<file path="src/rtl/friscv_h.sv">
// Shared definitions for the friscv instruction prefetch front-end:
// the fetch state type and the queue entry width macro ({pc, instr}).
`ifndef FRISCV_H
`define FRISCV_H

`define FRISCV_PREFETCH_ENTRY_W(aw, xw) ((aw) + (xw))

package friscv_h_pkg;

  // state      | meaning
  // ST_IDLE    | no request outstanding
  // ST_FETCH   | request in flight, its data will be queued
  // ST_DISCARD | request in flight belongs to a flushed stream, data dropped
  typedef enum logic [1:0] {
    ST_IDLE    = 2'd0,
    ST_FETCH   = 2'd1,
    ST_DISCARD = 2'd2
  } prefetch_state_t;

endpackage

`endif

</file>
<file path="src/rtl/friscv_scfifo.sv">
// Single-clock FIFO with registered head output, synchronous flush and
// occupancy count. DEPTH must be a power of two >= 2.
module friscv_scfifo #(
  parameter int DEPTH = 4,
  parameter int WIDTH = 48
) (
  input  logic                     aclk,
  input  logic                     aresetn,
  input  logic                     srst,
  input  logic                     flush,
  input  logic                     push,
  input  logic [WIDTH-1:0]         wdata,
  input  logic                     pop,
  output logic                     out_valid,
  output logic [WIDTH-1:0]         out_data,
  output logic [$clog2(DEPTH):0]   count
);

  localparam int PW = $clog2(DEPTH);

  logic [WIDTH-1:0] mem [DEPTH];
  logic [PW-1:0]    wr_ptr;
  logic [PW-1:0]    rd_ptr;
  logic [PW-1:0]    rd_next;
  logic [PW:0]      cnt_after_pop;
  logic             do_pop;

  assign do_pop        = pop & out_valid;
  assign rd_next       = rd_ptr + PW'(do_pop);
  assign cnt_after_pop = count - (PW+1)'(do_pop);

  // Storage array; contents are only meaningful between rd_ptr and wr_ptr.
  always_ff @(posedge aclk) begin
    if (push) mem[wr_ptr] <= wdata;
  end

  // Pointers, occupancy and the registered head (next head computed ahead).
  always_ff @(posedge aclk or negedge aresetn) begin
    if (!aresetn) begin
      wr_ptr    <= '0;
      rd_ptr    <= '0;
      count     <= '0;
      out_valid <= 1'b0;
      out_data  <= '0;
    end else if (srst || flush) begin
      wr_ptr    <= '0;
      rd_ptr    <= '0;
      count     <= '0;
      out_valid <= 1'b0;
      out_data  <= '0;
    end else begin
      if (push) wr_ptr <= wr_ptr + PW'(1);
      rd_ptr <= rd_next;
      count  <= cnt_after_pop + (PW+1)'(push);
      if (cnt_after_pop != '0) begin
        out_valid <= 1'b1;
        out_data  <= mem[rd_next];
      end else if (push) begin
        out_valid <= 1'b1;
        out_data  <= wdata;
      end else begin
        out_valid <= 1'b0;
      end
    end
  end

endmodule

</file>
<file path="src/rtl/friscv_inst_prefetch.sv">
// Instruction prefetch front-end: keeps a queue of sequential instructions
// ahead of the control unit and handles redirects by flushing the queue and
// discarding any in-flight response.
// Optional: define FRISCV_PREFETCH_STATS_EN to implement the saturating
// flush_cnt / stall_cnt statistics counters; otherwise both read 0.
module friscv_inst_prefetch
  import friscv_h_pkg::*;
#(
  parameter int INST_ADDRW = 16,
  parameter int XLEN       = 32,
  parameter int BOOT_ADDR  = 0,
  parameter int DEPTH      = 4
) (
  input  logic                  aclk,
  input  logic                  aresetn,
  input  logic                  srst,
  output logic                  inst_en,
  output logic [INST_ADDRW-1:0] inst_addr,
  input  logic [XLEN-1:0]       inst_rdata,
  input  logic                  inst_ready,
  output logic                  fetch_valid,
  output logic [XLEN-1:0]       fetch_instr,
  output logic [INST_ADDRW-1:0] fetch_pc,
  input  logic                  fetch_ready,
  input  logic                  jump_valid,
  input  logic [INST_ADDRW-1:0] jump_addr,
  output logic [31:0]           flush_cnt,
  output logic [31:0]           stall_cnt
);

  localparam int ENTRY_W = `FRISCV_PREFETCH_ENTRY_W(INST_ADDRW, XLEN);
  localparam int CW      = $clog2(DEPTH) + 1;
  localparam logic [INST_ADDRW-1:0] BOOT = INST_ADDRW'(BOOT_ADDR);

  prefetch_state_t       state;
  logic [INST_ADDRW-1:0] pc;
  logic [INST_ADDRW-1:0] pc_inc;
  logic [INST_ADDRW-1:0] jump_tgt;
  logic [ENTRY_W-1:0]    q_data;
  logic [CW-1:0]         q_count;
  logic [CW-1:0]         count_next;
  logic                  push;
  logic                  pop;
  logic                  issue;

  assign jump_tgt   = jump_addr & ~INST_ADDRW'(3);
  assign pc_inc     = pc + INST_ADDRW'(4);
  assign push       = (state == ST_FETCH) & inst_ready & ~jump_valid;
  assign pop        = fetch_valid & fetch_ready;
  assign count_next = q_count + CW'(push) - CW'(pop);
  assign issue      = count_next < CW'(DEPTH);

  friscv_scfifo #(
    .DEPTH (DEPTH),
    .WIDTH (ENTRY_W)
  ) u_queue (
    .aclk      (aclk),
    .aresetn   (aresetn),
    .srst      (srst),
    .flush     (jump_valid),
    .push      (push),
    .wdata     ({pc, inst_rdata}),
    .pop       (pop),
    .out_valid (fetch_valid),
    .out_data  (q_data),
    .count     (q_count)
  );

  assign fetch_pc    = q_data[ENTRY_W-1:XLEN];
  assign fetch_instr = q_data[XLEN-1:0];

  // Fetch sequencer: request issue, back-to-back advance, redirect/discard.
  always_ff @(posedge aclk or negedge aresetn) begin
    if (!aresetn) begin
      state     <= ST_IDLE;
      pc        <= BOOT;
      inst_en   <= 1'b0;
      inst_addr <= BOOT;
    end else if (srst) begin
      state     <= ST_IDLE;
      pc        <= BOOT;
      inst_en   <= 1'b0;
      inst_addr <= BOOT;
    end else begin
      case (state)
        ST_IDLE: begin
          if (jump_valid) begin
            pc        <= jump_tgt;
            inst_addr <= jump_tgt;
            inst_en   <= 1'b1;
            state     <= ST_FETCH;
          end else if (issue) begin
            inst_addr <= pc;
            inst_en   <= 1'b1;
            state     <= ST_FETCH;
          end
        end
        ST_FETCH: begin
          if (inst_ready) begin
            if (jump_valid) begin
              pc        <= jump_tgt;
              inst_addr <= jump_tgt;
            end else begin
              pc <= pc_inc;
              if (issue) begin
                inst_addr <= pc_inc;
              end else begin
                inst_en <= 1'b0;
                state   <= ST_IDLE;
              end
            end
          end else if (jump_valid) begin
            pc    <= jump_tgt;
            state <= ST_DISCARD;
          end
        end
        ST_DISCARD: begin
          if (jump_valid) pc <= jump_tgt;
          if (inst_ready) begin
            inst_addr <= jump_valid ? jump_tgt : pc;
            state     <= ST_FETCH;
          end
        end
        default: begin
          state   <= ST_IDLE;
          inst_en <= 1'b0;
        end
      endcase
    end
  end

`ifdef FRISCV_PREFETCH_STATS_EN
  logic [31:0] flush_q;
  logic [31:0] stall_q;

  // Saturating redirect and starvation counters.
  always_ff @(posedge aclk or negedge aresetn) begin
    if (!aresetn) begin
      flush_q <= '0;
      stall_q <= '0;
    end else if (srst) begin
      flush_q <= '0;
      stall_q <= '0;
    end else begin
      if (jump_valid && flush_q != '1) flush_q <= flush_q + 32'd1;
      if (!fetch_valid && !jump_valid && state != ST_DISCARD && stall_q != '1)
        stall_q <= stall_q + 32'd1;
    end
  end

  assign flush_cnt = flush_q;
  assign stall_cnt = stall_q;
`else
  assign flush_cnt = '0;
  assign stall_cnt = '0;
`endif

endmodule

</file>
<file path="config.mk">
export PLATFORM = sky130hd
export DESIGN_NAME = friscv_inst_prefetch
export DESIGN_NICKNAME = d
export VERILOG_FILES = /design/src/rtl/friscv_h.sv /design/src/rtl/friscv_scfifo.sv /design/src/rtl/friscv_inst_prefetch.sv
export SDC_FILE = /design/constraint.sdc
export NUM_CORES = 1
export LEC_CHECK = 0
export ABC_AREA = 1
export CAP_MARGIN = 20
export CORE_AREA = 2 2 236 238
export DETAILED_ROUTE_END_ITERATION = 12
export DIE_AREA = 0 0 238 240
export PLACE_DENSITY_LB_ADDON = 0.15
export SLEW_MARGIN = 20
export SYNTH_ARGS = -nofsm -noshare
export SYNTH_HDL_FRONTEND = slang
export SYNTH_HIERARCHICAL = 1
export SYNTH_SLANG_ARGS = --single-unit
</file>
<file path="constraint.sdc">
create_clock -name aclk -period 8.2 [get_ports aclk]
set_input_delay 1.64 -clock aclk [delete_from_list [all_inputs] [get_ports aclk]]
set_output_delay 1.64 -clock aclk [all_outputs]
set_load 0.01 [all_outputs]
</file>
==> results.cfg, run 1 <==
[worst_setup_path]
cp.arrival_ps = 4920
critPathMaxStageDelay_ps = 490
required_ps = 8610
cpMostUsedCell = nand3_1
crit_type = in2reg
critPathMaxFanout = 18
critical_path.startpoint_type = input port
slowest_stage = clkdlybuf4s50_1
crit_path_end_kind = flip-flop
crit_chain = clkdlybuf4s50_1 > nand2_1 > nor3_1 > buf_4 > inv_1 > ha_1 > inv_1 > ha_1 > nand3_1 > nand3_1 > nand3_1 > nand2_2 > nor2_8 > inv_4 > nand2_1 > o21ai_1

[cts]
post_cts_buffers = 0
clock-root-buffer = clkbuf_16
cts_sinks = 283
tritoncts = yes
clkTransAtPathRegs_ps = 50
cts_resized = 0
max-clock-path-buffers = 3
cts_htree_levels = 2
numCtsBuffers = 36
clkLatencyLatePin_ps = 540
postCtsHoldBufs = 0

[sta]
rsz0062_at_grt = false
relSlewSlack_pct = 37.6
finalSetupTns_ps = 0
setup_ws_ps = 3690
setup-violations-final = 0
whs_ps = 476
final_hold_viol_count = 0
drv_slew = 0
skew_ps = 16.2
post-route-min-period_ps = 4510
finalCritPeriodShare_pct = 55.0
worst_pin_slew_ps = 935
timing.fmax_mhz = 222

[cells_and_area]
diodes = 0
final_util_pct = 29.5
nNetsFinal = 1674
stdcell_area_mm2 = 0.0161
area_growth_pct = 19.9
layout_common_cells = 844 x nand2_1, 192 x edfxtp_1, 116 x clkdlybuf4s50_1
drive_above_1_share_pct = 6.12
final_common_cell = nand2_1

[synth]
ys_async_sr_fraction_pct = 32.2
ys_seq_area_share_pct = 59.7
yosys_register_bits = 283
ys_types = 37
syn_inst = 1504
yosysWarnings = 6
synth_area_mm2 = 0.0135
synth.avg_cell_area_um2 = 8.95
synth_edf_count = 192
synthFlopType = edfxtp_1

[die]
ioPinCount = 184
die-width_um = 238
coreArea_mm2 = 0.0547
initial_utilization_pct = 24.6
fp-row-count = 86
fp.dieH_um = 240
dieArea_mm2 = 0.0571

[power]
netSwitchingFraction_pct = 25.7
powerDensity_mw_per_mm2 = 227
p_leak_uw = 0.00716
pwr-share-comb_pct = 11.6
peakVddDrop_uv = 114
p_sw_uw = 943
p_int_uw = 2720
clkPwrFrac_pct = 42.4
seq_power_share_pct = 45.9

[hold_path]
hp-class = reg2reg

[placed_design]
place_congestion = 0.765
port_buffers = 117
hpwl_um = 22100
pre_cts_ws_ps = 3170
place_area_mm2 = 0.0150

[routing]
final_antenna_net_count = 0
viasPerCell = 4.15
initialDrtViolationCount = 505
firstDrtPassIters = 4
wl_um = 37400
wl_per_cell_um = 16.0
vias = 9707
drc = 0

[grt]
grt_antenna_before_repair = 1
overflow = 0
grt_max_degree = 64
grt_pass1_wl_um = 57400
grt_use_total_pct = 13.2
grt_pass1_vias = 9650

[outcome]
status = completed

[job]
drv_cap = 0
-- power groups by stage --
stage                     Sequential [uW]  Clock (uW)  Combinational (uW)
final                                1680        1560                 426
after detailed placement             1710           0                 432
after global routing                 1700        1670                 483
after CTS                            1680        1620                 434
after global placement               1710           0                 432
after floorplan                      1700           0                 264
-- worst paths after layout --
kind	slack, ps	cells after the start	endpoint	from
min in group asynchronous	1040	1	u_queue/out_data[31]	aresetn
worst min register to register	480	2	u_queue/out_data[21]	u_queue/out_data[21]
worst max register to register	4760	15	inst_addr[2]	state[0]
worst max-delay path	3690	16	inst_addr[2]	inst_ready
worst min-delay path	480	2	u_queue/out_data[21]	u_queue/out_data[21]
max in group asynchronous	5870	2	u_queue/out_data[13]	aresetn
-- synth_stat cells, types with 6 or more instances --
master    count  share of area, %
buf_6        13               1.1
o21ai_0      28               1.0
nand3_1      41               1.5
buf_2        34               1.3
inv_1        50               1.4
o21ai_1       8              0.30
nor2_1       30              0.84
inv_2         7              0.20
buf_4        71               4.0
nand4_1       6              0.28
ha_1         11               1.0
nand2_1     846                24
a21oi_1      17              0.63
dfrtp_1      91                17
or2_1         6              0.28
edfxtp_1    192                43
o22ai_1       7              0.33
clkbuf_1      9              0.25
-- routing by layer --
metal / vias up / GRT usage, % / share of wire [%]
met5: - / 0 / 0.029
met4: 2 / 3.41 / 2.0
met3: 51 / 3.07 / 4.4
met2: 175 / 22.2 / 47
met1: 4596 / 17.0 / 46
li1: 4883 / - / -
-- cell families (layout without fill, tap and decap cells) --
logic type                 Yosys count  count (layout)  share of synthesized area (%)
DFF                                283             283                           59.7
buffers and inverters              187             255                           8.28
adders and majority gates           11              11                           1.02
AOI/OAI and AO/OA                   70              70                           2.96
and+or+nand+nor                    952             952                           28.0
other                                1              64                         0.0279
-- flip-flops by register name, summed over array words and instances (netlist names) --
signal             cells
u_queue/mem          192
u_queue/rd_ptr         2
u_queue/out_data      48
u_queue/count          3
state                  2
u_queue/out_valid      1
u_queue/wr_ptr         2
inst_en                1
pc                    16
inst_addr             16
-- cell type report --
type	instances	area, um2
clock buffer	53	1060
clock inverter	11	97.6
timing repair buffer	131	1270
multi-input combinational	1097	4560
inverter	60	231
tap	704	881
sequential	283	8040
fill	5754	38500
-- through the flow --
stage          std cells  power, uW
4_1_cts             2339       3740
2_1_floorplan       1567       1970
3_5_place_dp        2275       2140
6_report            2339       3660
5_1_grt             2339       3850
3_3_place_gp        2275       2140
-- worst max-delay path, delay by kind of cell --
family	cells	cell delay, ps
compound gates	1	60
fa+ha+maj	2	410
buf+inv	5	1000
simple gates	8	1800
Power figures use the tool's default switching activity.
==> run 2, diff against run 1 <==
- clock period: 8.2 -> 4.2 ns (I/O delays scaled with it)
==> results.cfg, run 2 (synthesis gave the netlist of run 1 again) <==
[sta]
relSlewSlack_pct = 50.4
timing.fmax_mhz = 338
drv_slew = 0
finalSetupTns_ps = 0
finalCritPeriodShare_pct = 70.4
rsz0062_at_grt = false
post-route-min-period_ps = 2960
setup-violations-final = 0
final_hold_viol_count = 0
worst_pin_slew_ps = 744
skew_ps = 23.3

[cts]
tritoncts = yes
numCtsBuffers = 37
cts_sinks = 283
clkLatencyLatePin_ps = 550
postCtsHoldBufs = 0
cts_resized = 0
clock-root-buffer = clkbuf_16
max-clock-path-buffers = 3
cts_htree_levels = 2
clkTransAtPathRegs_ps = 50
post_cts_buffers = 0

[routing]
drc = 0
final_antenna_net_count = 0
initialDrtViolationCount = 499
wl_per_cell_um = 15.7
wl_um = 36900
vias = 9747
viasPerCell = 4.14
firstDrtPassIters = 5

[grt]
grt_antenna_before_repair = 1
grt_use_total_pct = 13.1
grt_max_degree = 97
grt_pass1_wl_um = 57400
grt_pass1_vias = 9603
overflow = 0

[worst_setup_path]
required_ps = 4670
r2r_start = u_queue/out_valid
ff2ff_path_depth = 14
reg2reg_to = u_queue/out_data[40]
cp-endpoint = u_queue/out_data[40]
crit_path_end_kind = flip-flop
crit_type = in2reg
cp.arrival_ps = 3420
rrSetupSlack_ps = 1530
critPathMaxFanout = 27
critical_path.startpoint_type = input port
worstSetupStartpoint = fetch_ready

[cells_and_area]
largest_register_ffs = 192
top_register = u_queue/mem
n_fill_cell = 5764
final_common_cell = nand2_1
reg_top3 = u_queue/mem (192), u_queue/out_data (48)
area_growth_pct = 22.0
stdcell_count = 2354
layout_common_cells = 844 x nand2_1, 192 x edfxtp_1, 116 x clkdlybuf4s50_1
drive_above_1_share_pct = 7.15
diodes = 0
nNetsFinal = 1687

[placed_design]
port_buffers = 117
hpwl_um = 22100
placedCellCount = 2286
place_congestion = 0.751

[outcome]
status = completed

[die]
dieArea_mm2 = 0.0571
coreArea_mm2 = 0.0547
fp.dieH_um = 240
fp-row-count = 86
initial_utilization_pct = 24.6
die-width_um = 238
ioPinCount = 184

[power]
peakVddDrop_uv = 250
p_leak_uw = 0.00729
powerDensity_mw_per_mm2 = 440

[hold_path]
hp-class = in2async

[job]
drv_cap = 0
[run 2: changes by cell type in the layout (fill, tap and decap cells not counted), sizes merged]
| cell | change |
|---|---|
| clkinv | -1 |
| bufinv | -1 |
| clkbuf | +3 |
| buf | +12 |
| inv | +1 |
| clkinvlp | +1 |
[run 2: worst min-delay path by stage]
stage	start	to	slack, ps	cells past startpoint
4_1_cts	inst_addr[4]	inst_addr[4]	480	2
3_5_place_dp	inst_addr[3]	inst_addr[3]	460	2
6_report	aresetn	u_queue/out_data[34]	270	1
5_1_grt	aresetn	u_queue/out_data[3]	290	1
2_1_floorplan	inst_addr[3]	inst_addr[3]	510	2
3_3_place_gp	inst_addr[3]	inst_addr[3]	460	2
[run 2: critical path: stages]
cell and delay (ps):
clkdlybuf4s50_1 460, nand2_1 50, inv_1 150, nand3_2 120, inv_1 70, ha_1 170, inv_2 30, nand2_1 80
nand2_1 100, nor2_2 100, nand2_2 80, nor2_4 510, buf_4 460, nand2_1 110, nand2_1 80
[run 2: routing by layer]
layer	vias to the layer above	track usage (%)	part of all wire (%)
met5	-	0	0.035
li1	4898	-	-
met3	49	2.39	3.8
met2	170	21.9	47
met1	4628	17.3	48
met4	2	3.60	1.7
[run 2: per-stage QoR]
stage | utilization [%] | power [uW] | hold slack, ps | area, um2 | worst slack [ps]
after global routing | 30.0 | 7570 | 288 | 16400 | 910
after detailed placement | 27.8 | 4200 | 463 | 15200 | 593
final | 30.0 | 7230 | 268 | 16400 | 1240
after global placement | 27.8 | 4200 | 464 | 15200 | 594
after CTS | 30.0 | 7360 | 482 | 16400 | 1150
after floorplan | - | 3840 | 506 | 13700 | 943
[run 2: cell type report]
class	count	area, um2	area share (%)
Clock buffer	56	1120	6.82
Multi-Input combinational cell	1097	4560	27.8
Clock inverter	11	82.6	0.503
Sequential cell	283	8040	49.0
Tap cell	704	881	5.37
Timing Repair Buffer	143	1500	9.15
Inverter	60	231	1.41
[run 2: where the power goes]
group	switching, uW	internal (uW)
combinational	518	324
sequential	141	3150
clock	1200	1900
total	1860	5370
